$ cat src/rtl/hazard_scoreboard_if.sv
// Hazard scoreboard bus: ID-stage instruction fields, pipeline hold and
// branch resolution flowing into the scoreboard; stall/flush/forward
// selects and event counters flowing back to the pipeline.
//   master : pipeline control side (drives ID fields, freeze, branch_taken)
//   slave  : hazard_scoreboard
interface hazard_scoreboard_if #(
    parameter int REG_ADDR_W = 4,
    parameter int CNT_W      = 16
);
    logic                  freeze;
    logic                  id_valid;
    logic [REG_ADDR_W-1:0] id_src1;
    logic [REG_ADDR_W-1:0] id_src2;
    logic                  id_src1_use;
    logic                  id_src2_use;
    logic [REG_ADDR_W-1:0] id_dest;
    logic                  id_wb_en;
    logic                  id_mem_read;
    logic                  id_status_we;
    logic                  id_uses_status;
    logic                  branch_taken;
    logic                  stall;
    logic                  flush;
    logic [2:0]            fwd_sel1;
    logic [2:0]            fwd_sel2;
    logic [CNT_W-1:0]      stall_cnt;
    logic [CNT_W-1:0]      flush_cnt;

    modport master (
        output freeze, id_valid, id_src1, id_src2, id_src1_use, id_src2_use,
               id_dest, id_wb_en, id_mem_read, id_status_we, id_uses_status,
               branch_taken,
        input  stall, flush, fwd_sel1, fwd_sel2, stall_cnt, flush_cnt
    );

    modport slave (
        input  freeze, id_valid, id_src1, id_src2, id_src1_use, id_src2_use,
               id_dest, id_wb_en, id_mem_read, id_status_we, id_uses_status,
               branch_taken,
        output stall, flush, fwd_sel1, fwd_sel2, stall_cnt, flush_cnt
    );
endinterface

$ cat src/rtl/hazard_scoreboard.sv
// Pipeline hazard scoreboard. Tracks the destinations of the DEPTH
// instructions downstream of ID (entry 0 = EXE ... DEPTH-1 = WB) and
// decides, with zero latency, whether the instruction in ID must stall
// or which stage result it should forward from.
//   clk : rising-edge clock
//   rst : asynchronous active-low reset
//   sb  : hazard_scoreboard_if slave (ID fields, freeze, branch_taken in;
//         stall, flush, fwd_sel1/2, stall_cnt, flush_cnt out)
module hazard_scoreboard #(
    parameter int REG_ADDR_W = 4,
    parameter int DEPTH      = 3,
    parameter int FWD_EN     = 1,
    parameter int CNT_W      = 16
) (
    input logic                clk,
    input logic                rst,
    hazard_scoreboard_if.slave sb
);

    typedef struct packed {
        logic                  valid;
        logic [REG_ADDR_W-1:0] dest;
        logic                  wb_en;
        logic                  mem_read;
        logic                  status_we;
    } entry_t;

    localparam logic [CNT_W-1:0] CNT_MAX = '1;

    entry_t           pipe_q [DEPTH];
    entry_t           id_entry;
    logic [DEPTH-1:0] match1;
    logic [DEPTH-1:0] match2;
    logic [2:0]       first1;
    logic [2:0]       first2;
    logic             load_use1;
    logic             load_use2;
    logic             raw_haz;
    logic             status_haz;
    logic             stall_int;
    logic [CNT_W-1:0] stall_cnt_q;
    logic [CNT_W-1:0] flush_cnt_q;

    always_comb begin
        match1 = '0;
        match2 = '0;
        for (int k = 0; k < DEPTH; k++) begin
            match1[k] = sb.id_src1_use && pipe_q[k].valid && pipe_q[k].wb_en
                        && (pipe_q[k].dest == sb.id_src1);
            match2[k] = sb.id_src2_use && pipe_q[k].valid && pipe_q[k].wb_en
                        && (pipe_q[k].dest == sb.id_src2);
        end
    end

    // Scan oldest to youngest so the youngest producer overwrites last.
    always_comb begin
        first1 = '0;
        first2 = '0;
        for (int k = DEPTH - 1; k >= 0; k--) begin
            if (match1[k]) first1 = 3'(k + 1);
            if (match2[k]) first2 = 3'(k + 1);
        end
    end

    // A load in EXE is the youngest producer whenever it matches, so its
    // data cannot be forwarded this cycle; older loads have their data.
    assign load_use1  = match1[0] && pipe_q[0].mem_read;
    assign load_use2  = match2[0] && pipe_q[0].mem_read;
    assign raw_haz    = (FWD_EN != 0) ? (load_use1 || load_use2)
                                      : ((|match1) || (|match2));
    assign status_haz = sb.id_uses_status && pipe_q[0].valid && pipe_q[0].status_we;

    // A taken branch squashes ID, so a hazard there is irrelevant.
    assign stall_int  = sb.id_valid && !sb.branch_taken && (raw_haz || status_haz);

    assign sb.stall    = stall_int;
    assign sb.flush    = sb.branch_taken;
    assign sb.fwd_sel1 = ((FWD_EN != 0) && !stall_int && !load_use1) ? first1 : 3'd0;
    assign sb.fwd_sel2 = ((FWD_EN != 0) && !stall_int && !load_use2) ? first2 : 3'd0;
    assign sb.stall_cnt = stall_cnt_q;
    assign sb.flush_cnt = flush_cnt_q;

    always_comb begin
        id_entry = '0;
        if (sb.id_valid && !stall_int && !sb.branch_taken) begin
            id_entry.valid     = 1'b1;
            id_entry.dest      = sb.id_dest;
            id_entry.wb_en     = sb.id_wb_en;
            id_entry.mem_read  = sb.id_mem_read;
            id_entry.status_we = sb.id_status_we;
        end
    end

    always_ff @(posedge clk or negedge rst) begin
        if (!rst) begin
            for (int k = 0; k < DEPTH; k++) pipe_q[k] <= '0;
        end else if (!sb.freeze) begin
            pipe_q[0] <= id_entry;
            for (int k = 1; k < DEPTH; k++) pipe_q[k] <= pipe_q[k-1];
        end
    end

    always_ff @(posedge clk or negedge rst) begin
        if (!rst) begin
            stall_cnt_q <= '0;
            flush_cnt_q <= '0;
        end else if (!sb.freeze) begin
            if (stall_int && (stall_cnt_q != CNT_MAX)) stall_cnt_q <= stall_cnt_q + 1'b1;
            if (sb.branch_taken && (flush_cnt_q != CNT_MAX)) flush_cnt_q <= flush_cnt_q + 1'b1;
        end
    end

endmodule

$ cat src/flat_wrapper.sv
// flat-port wrapper written by rule: the top's interface ports become plain ports
module hazard_scoreboard_flat 
#(
    parameter int REG_ADDR_W = 4,
    parameter int DEPTH      = 3,
    parameter int FWD_EN     = 1,
    parameter int CNT_W      = 16
)
  (clk, rst, sb_freeze, sb_id_valid, sb_id_src1, sb_id_src2, sb_id_src1_use, sb_id_src2_use, sb_id_dest, sb_id_wb_en, sb_id_mem_read, sb_id_status_we, sb_id_uses_status, sb_branch_taken, sb_stall, sb_flush, sb_fwd_sel1, sb_fwd_sel2, sb_stall_cnt, sb_flush_cnt);
  hazard_scoreboard_if #(.REG_ADDR_W(REG_ADDR_W), .CNT_W(CNT_W)) sb_i ();
  input logic clk;
  input logic rst;
  input wire logic [$bits(sb_i.freeze)-1:0] sb_freeze;
  input wire logic [$bits(sb_i.id_valid)-1:0] sb_id_valid;
  input wire logic [$bits(sb_i.id_src1)-1:0] sb_id_src1;
  input wire logic [$bits(sb_i.id_src2)-1:0] sb_id_src2;
  input wire logic [$bits(sb_i.id_src1_use)-1:0] sb_id_src1_use;
  input wire logic [$bits(sb_i.id_src2_use)-1:0] sb_id_src2_use;
  input wire logic [$bits(sb_i.id_dest)-1:0] sb_id_dest;
  input wire logic [$bits(sb_i.id_wb_en)-1:0] sb_id_wb_en;
  input wire logic [$bits(sb_i.id_mem_read)-1:0] sb_id_mem_read;
  input wire logic [$bits(sb_i.id_status_we)-1:0] sb_id_status_we;
  input wire logic [$bits(sb_i.id_uses_status)-1:0] sb_id_uses_status;
  input wire logic [$bits(sb_i.branch_taken)-1:0] sb_branch_taken;
  output wire logic [$bits(sb_i.stall)-1:0] sb_stall;
  output wire logic [$bits(sb_i.flush)-1:0] sb_flush;
  output wire logic [$bits(sb_i.fwd_sel1)-1:0] sb_fwd_sel1;
  output wire logic [$bits(sb_i.fwd_sel2)-1:0] sb_fwd_sel2;
  output wire logic [$bits(sb_i.stall_cnt)-1:0] sb_stall_cnt;
  output wire logic [$bits(sb_i.flush_cnt)-1:0] sb_flush_cnt;
  assign sb_i.freeze = sb_freeze;
  assign sb_i.id_valid = sb_id_valid;
  assign sb_i.id_src1 = sb_id_src1;
  assign sb_i.id_src2 = sb_id_src2;
  assign sb_i.id_src1_use = sb_id_src1_use;
  assign sb_i.id_src2_use = sb_id_src2_use;
  assign sb_i.id_dest = sb_id_dest;
  assign sb_i.id_wb_en = sb_id_wb_en;
  assign sb_i.id_mem_read = sb_id_mem_read;
  assign sb_i.id_status_we = sb_id_status_we;
  assign sb_i.id_uses_status = sb_id_uses_status;
  assign sb_i.branch_taken = sb_branch_taken;
  assign sb_stall = sb_i.stall;
  assign sb_flush = sb_i.flush;
  assign sb_fwd_sel1 = sb_i.fwd_sel1;
  assign sb_fwd_sel2 = sb_i.fwd_sel2;
  assign sb_stall_cnt = sb_i.stall_cnt;
  assign sb_flush_cnt = sb_i.flush_cnt;
  hazard_scoreboard #(.REG_ADDR_W(REG_ADDR_W), .DEPTH(DEPTH), .FWD_EN(FWD_EN), .CNT_W(CNT_W)) u_core (.clk(clk), .rst(rst), .sb(sb_i));
endmodule
$ cat config.mk
export PLATFORM = sky130hd
export DESIGN_NAME = hazard_scoreboard_flat
export DESIGN_NICKNAME = d
export VERILOG_FILES = /design/src/rtl/hazard_scoreboard_if.sv /design/src/rtl/hazard_scoreboard.sv /design/src/flat_wrapper.sv
export SDC_FILE = /design/constraint.sdc
export NUM_CORES = 1
export LEC_CHECK = 0
export CAP_MARGIN = 30
export CORE_MARGIN = 2
export CORE_UTILIZATION = 25
export CTS_CLUSTER_SIZE = 10
export DETAILED_ROUTE_END_ITERATION = 6
export RECOVER_POWER = 50
export SYNTH_ARGS = -nofsm -noshare
export SYNTH_HDL_FRONTEND = slang
export SYNTH_SLANG_ARGS = --single-unit
$ cat constraint.sdc
create_clock -name clk -period 2.4 [get_ports clk]
set_clock_uncertainty 0.1 [all_clocks]
set_input_delay 0.24 -clock clk [delete_from_list [all_inputs] [get_ports clk]]
set_output_delay 0.24 -clock clk [all_outputs]
set_load 0.005 [all_outputs]
==> Word level (Yosys, flattened, before mapping) <==
Cells that the tools add are included.
{ "totals": {"regBits": 52, "inputBits": 23, "output_inout_bits": 40, "word_cells": 71} }
{ "op_classes": {"add_sub_neg": 2, "eq_ne": 8, "n_mux": 9, "n_bitwise": 1, "reduce_logical": 38} }
{ "ops": {"columns": ["cell", "count"], "rows": [
  ["$add 16x1->16 const B", 2],
  ["$ne 16x16->1 const B", 2],
  ["$logic_and 1x1->1", 30],
  ["$eq 4x4->1", 6],
  ["$mux 2", 8],
  ["$mux 8", 1],
  ["$logic_not 1->1", 4],
  ["$reduce_and 2->1", 2],
  ["$logic_or 1x1->1", 2],
  ["$not 1->1", 1]
]} }

==> Logic depth before layout (Yosys ltp) <==
{ "depth": {"depth_word": 11, "ltp_mapped": 7, "ltp_nobuf": 6} }

==> Least setup slack after synthesis <==
OpenSTA, ideal clock, no wires.
{ "synth_timing": {"kind": "reg-to-reg", "from": "register u_core.stall_cnt_q[0] (netlist: u_core.sb.stall_cnt[0])", "to": "register u_core.stall_cnt_q[1] (netlist: u_core.sb.stall_cnt[1])", "setup_ps": 125, "arrival_ps": 1708, "required_ps": 2175, "path_slack_ps": 467, "path_stages_with_launch": 6, "path_buffers": 0, "synth_period_minus_slack_ps": 1933, "cell_sequence": "dfrtp_1 ha_1 nand4_2 o31ai_4 nor2_4 mux2_4"} }
{ "synth_via": {"elab_chain_len": 3, "elab_cells_between_ends": 4, "cone_classes": "add/sub (1); eq/ne (1); reduce/logical (2)"} }
{ "synth_rtl": {"columns": ["item", "line_no", "source"], "rows": [
  ["from (decl)", "hazard_scoreboard.sv:41", "logic [CNT_W-1:0] stall_cnt_q;"],
  ["from (signal assigned)", "hazard_scoreboard.sv:108", "if (stall_int && (stall_cnt_q != CNT_MAX)) stall_cnt_q <= stall_cnt_q + 1'b1;"],
  ["branches (longest 3 deep; another with $add 16x1->16)", null, null]
]} }
Parallel ways; which one is timed is not known.
A chain may end at the register's enable or synchronous reset.

==> Final worst setup path <==
{ "layout_timing": {"from": "register u_core.pipe_q[6] in the netlist's numbering", "to": "output sb_fwd_sel2[0]"} }
{ "layout_via": {"elab_chain_len": 6} }
{ "layout_rtl": {"columns": ["item", "line_no", "source"], "rows": [
  ["from (decl)", "hazard_scoreboard.sv:30", "entry_t pipe_q [DEPTH];"],
  ["$eq 4x4->1", "hazard_scoreboard.sv:51", "&& (pipe_q[k].dest == sb.id_src2);"],
  ["$logic_and 1x1->1", "hazard_scoreboard.sv:51", null],
  ["$mux 2 (3 in series)", "hazard_scoreboard.sv:61", "if (match2[k]) first2 = 3'(k + 1);"],
  ["$mux 2", "hazard_scoreboard.sv:79", "assign sb.fwd_sel2 = ((FWD_EN != 0) && !stall_int && !load_use2) ? first2 : 3'd0;"],
  ["to (decl)", "flat_wrapper.sv:28", "output wire logic [$bits(sb_i.fwd_sel2)-1:0] sb_fwd_sel2;"]
]} }
Every way passes these cells.

==> impl_metrics.toml <==
[power_and_ir_drop]
p_leak_uw = 0.00169
p_per_area_nw_per_um2 = 510
p_sw_share_pct = 27.1
power_frac_comb_pct = 19.4
p_clk_share_pct = 26.6
p_int_uw = 1420
p_switching_uw = 526
p_total_uw = 1940
p_seq_share_pct = 54.0
irDropWorstVdd_mv = 0.439

[critical_path]
critPathRequiredTime_ns = 2.06
crit_path_max_fanout = 3
rr_worst_depth = 9
critPathArrivalTime_ns = 1.97
cp-start-kind = "flop"
worstSetupPathType = "flop to output port"
worstSetupEndpointType = "output port"

[synthesis]
syn_area_um2 = 2790
synth_ff_type = "dfrtp_1"
yosysTopAreaCellShare_pct = 46.7
synth_area_leaders = "dfrtp_1, xor2_1, xnor2_1"
async_flop_share_pct = 100
synth-seq-cells = 52
synthDistinctLibCells = 41
yosysTopAreaCell = "dfrtp_1"
yosysWarnings = 0
synth_edf_count = 0
netlist_instances = 250
avgSynthCellArea_um2 = 11.2
yosysSeqAreaShare_pct = 46.7

[placed_design]
dp_slack_ns = -0.251
hpwl_mm = 4.96
portBuffers = 60
place_congestion = 0.846

[clock_network]
clkSinkCount = 52
insertion_delay_ns = 0.30
cts-buffers-inserted = 5
clk_pin_slew_ns = 0.08
root_buffer = "clkbuf_8"
tritoncts = "built"
cts_htree_levels = 2
cts_buffer_depth = 2

[grt]
grt.overflow.total = 0
grt_max_degree = 28
grt_use_total_pct = 11.1
antenna_found_initial = 1
grt_pass1_wl_mm = 10.5
grt_pass1_vias = 2191

[sta]
relSlewSlack_pct = -1.88
setup-tns-final_ns = 0
setup_violations = 0
final-hold-violation-count = 0
period_minus_slack_ns = 2.31
period_share_pct = 96.4
slew_violations = 26
max_freq_mhz = 432
worst_pin_slew_ns = 1.53
final.setup.worst_slack_ns = 0.0872
holdWs_ns = 0.388

[layout]
drive_gt1_share_pct = 21.8
postLayoutCoreUtil_pct = 35.1
area_growth_pct = 36.5
fin_nets = 355
n_antenna_cell = 0

[die]
dieArea_um2 = 12000
io_pins = 63
die_w_um = 110
die_h_um = 110
core.rowCount = 38
core_area_um2 = 10800
initial_core_util_pct = 25.7

[run]
maxCapViolCount = 1

[routing]
ant_nets = 0
drc = 0
viasPerCell = 4.50
drt-pass1-iter-count = 4
route.vias.total = 2121
routed_wirelength_mm = 6.44
drt_iter0_drc = 44
wire_per_inst_um = 13.7

[outcome]
status = "finished with violations"
violations = "capacitance limit, slew limit"

[worst_hold_path]
hp-class = "flop to flop"
holdPathStages = 1
-- cell type report --
type	instances	area [µm²]
fillers	1145	7040
multi-input cells	188	1480
flip-flops and latches	52	1300
repair buffers	80	737
well taps	140	175
clock buffers	7	86.3
inverters	3	11.3
clock inverters	1	7.51
-- cells in the final DEF (no fill, tap or decap), drive strengths merged, types with 11 or more instances in the layout --
| cell | n |
|---|---|
| dfrtp | 52 |
| xnor2 | 23 |
| nor2 | 20 |
| nand2 | 11 |
| xor2 | 27 |
| buf | 18 |
| mux2 | 16 |
| nor3 | 13 |
| nand4 | 19 |
| clkdlybuf4s50 | 40 |
| clkbuf | 11 |
-- repair_timing --
| item | 4_1_cts | 5_1_grt |
|---|---|---|
| pin swaps | 5 | 6 |
| hold buffers | 1 | 0 |
| gates resized for setup | 14 | 15 |
| buffers inserted | 5 | 1 |
| setup endpoints to repair | 5 | 4 |
| endpoints found under the hold margin | 25 | 0 |
-- layer usage --
layer | routed length, µm | up-vias | track usage [%]
met1 | 3060 | 1044 | 15.0
li1 | - | 1042 | -
met3 | 228 | 2 | 2.79
met2 | 3130 | 33 | 18.2
met4 | 26 | 0 | 2.17
met5 | 0 | - | 0
-- state kept, by name, indices dropped and copies added (netlist names) --
name / cells
u_core.pipe_q: 20
u_core.sb.flush_cnt: 16
u_core.sb.stall_cnt: 16
-- logic make-up after synthesis --
kind of cell,count (synthesis),synth area share (%)
AO/OA/AOI/OAI,18,5.92
XOR/XNOR,50,15.7
AND/OR/NAND/NOR,99,21.5
multiplexers,17,6.96
flip-flops,52,46.7
other,1,0.135
adder cells (fa/ha/maj),2,0.898
buffers and inverters,11,2.15
-- final timing paths --
path / from / endpoint / slack (ns)
hold reg to reg: u_core.sb.stall_cnt[15]$_DFFE_PN0P_ / u_core.sb.stall_cnt[15]$_DFFE_PN0P_ / 0.39
setup / recovery: u_core.pipe_q[6]$_DFFE_PN0N_ / sb_fwd_sel2[0] / 0.09
max in group asynchronous: rst / u_core.sb.flush_cnt[7]$_DFFE_PN0P_ / 0.57
hold / removal: u_core.sb.stall_cnt[15]$_DFFE_PN0P_ / u_core.sb.stall_cnt[15]$_DFFE_PN0P_ / 0.39
setup reg to reg: u_core.pipe_q[19]$_DFFE_PN0N_ / u_core.sb.stall_cnt[7]$_DFFE_PN0P_ / 0.19
min in group asynchronous: rst / u_core.sb.stall_cnt[13]$_DFFE_PN0P_ / 0.74
-- cell usage after synthesis (3+ instances only) --
library cell and count:
xor2_1 27, nor4_1 3, nand3_1 9, clkbuf_1 4, or4_1 4, buf_4 3, inv_1 3, dfrtp_1 52
mux2_2 15, nor3_2 7, a22o_1 7, nor2_1 19, nor2b_1 9, nor3_1 6, xnor2_1 23, a21oi_1 3
nand4_1 18, nand2_1 11
-- through the flow --
stage,instances,area [µm²]
after floorplan,251,2790
after global placement,456,3620
after detailed placement,456,3620
after CTS,470,3760
after global routing,471,3800
final,471,3800
-- power by group through the flow --
stage / clock network (µW) / registers (µW) / logic (µW)
4_1_cts: 541 / 1050 / 381
3_3_place_gp: 0 / 1060 / 369
2_1_floorplan: 0 / 1050 / 167
6_report: 516 / 1050 / 376
5_1_grt: 584 / 1070 / 417
3_5_place_dp: 0 / 1070 / 371
-- critical path, stage by stage (launching register included) --
cell	delay, ns
dfrtp_1	0.42
xor2_1	0.18
or4_4	0.54
nor2_2	0.13
a21oi_1	0.07
nor2_1	0.09
dlygate4sd2_1	0.24
(Power assumes the default switching activity.)
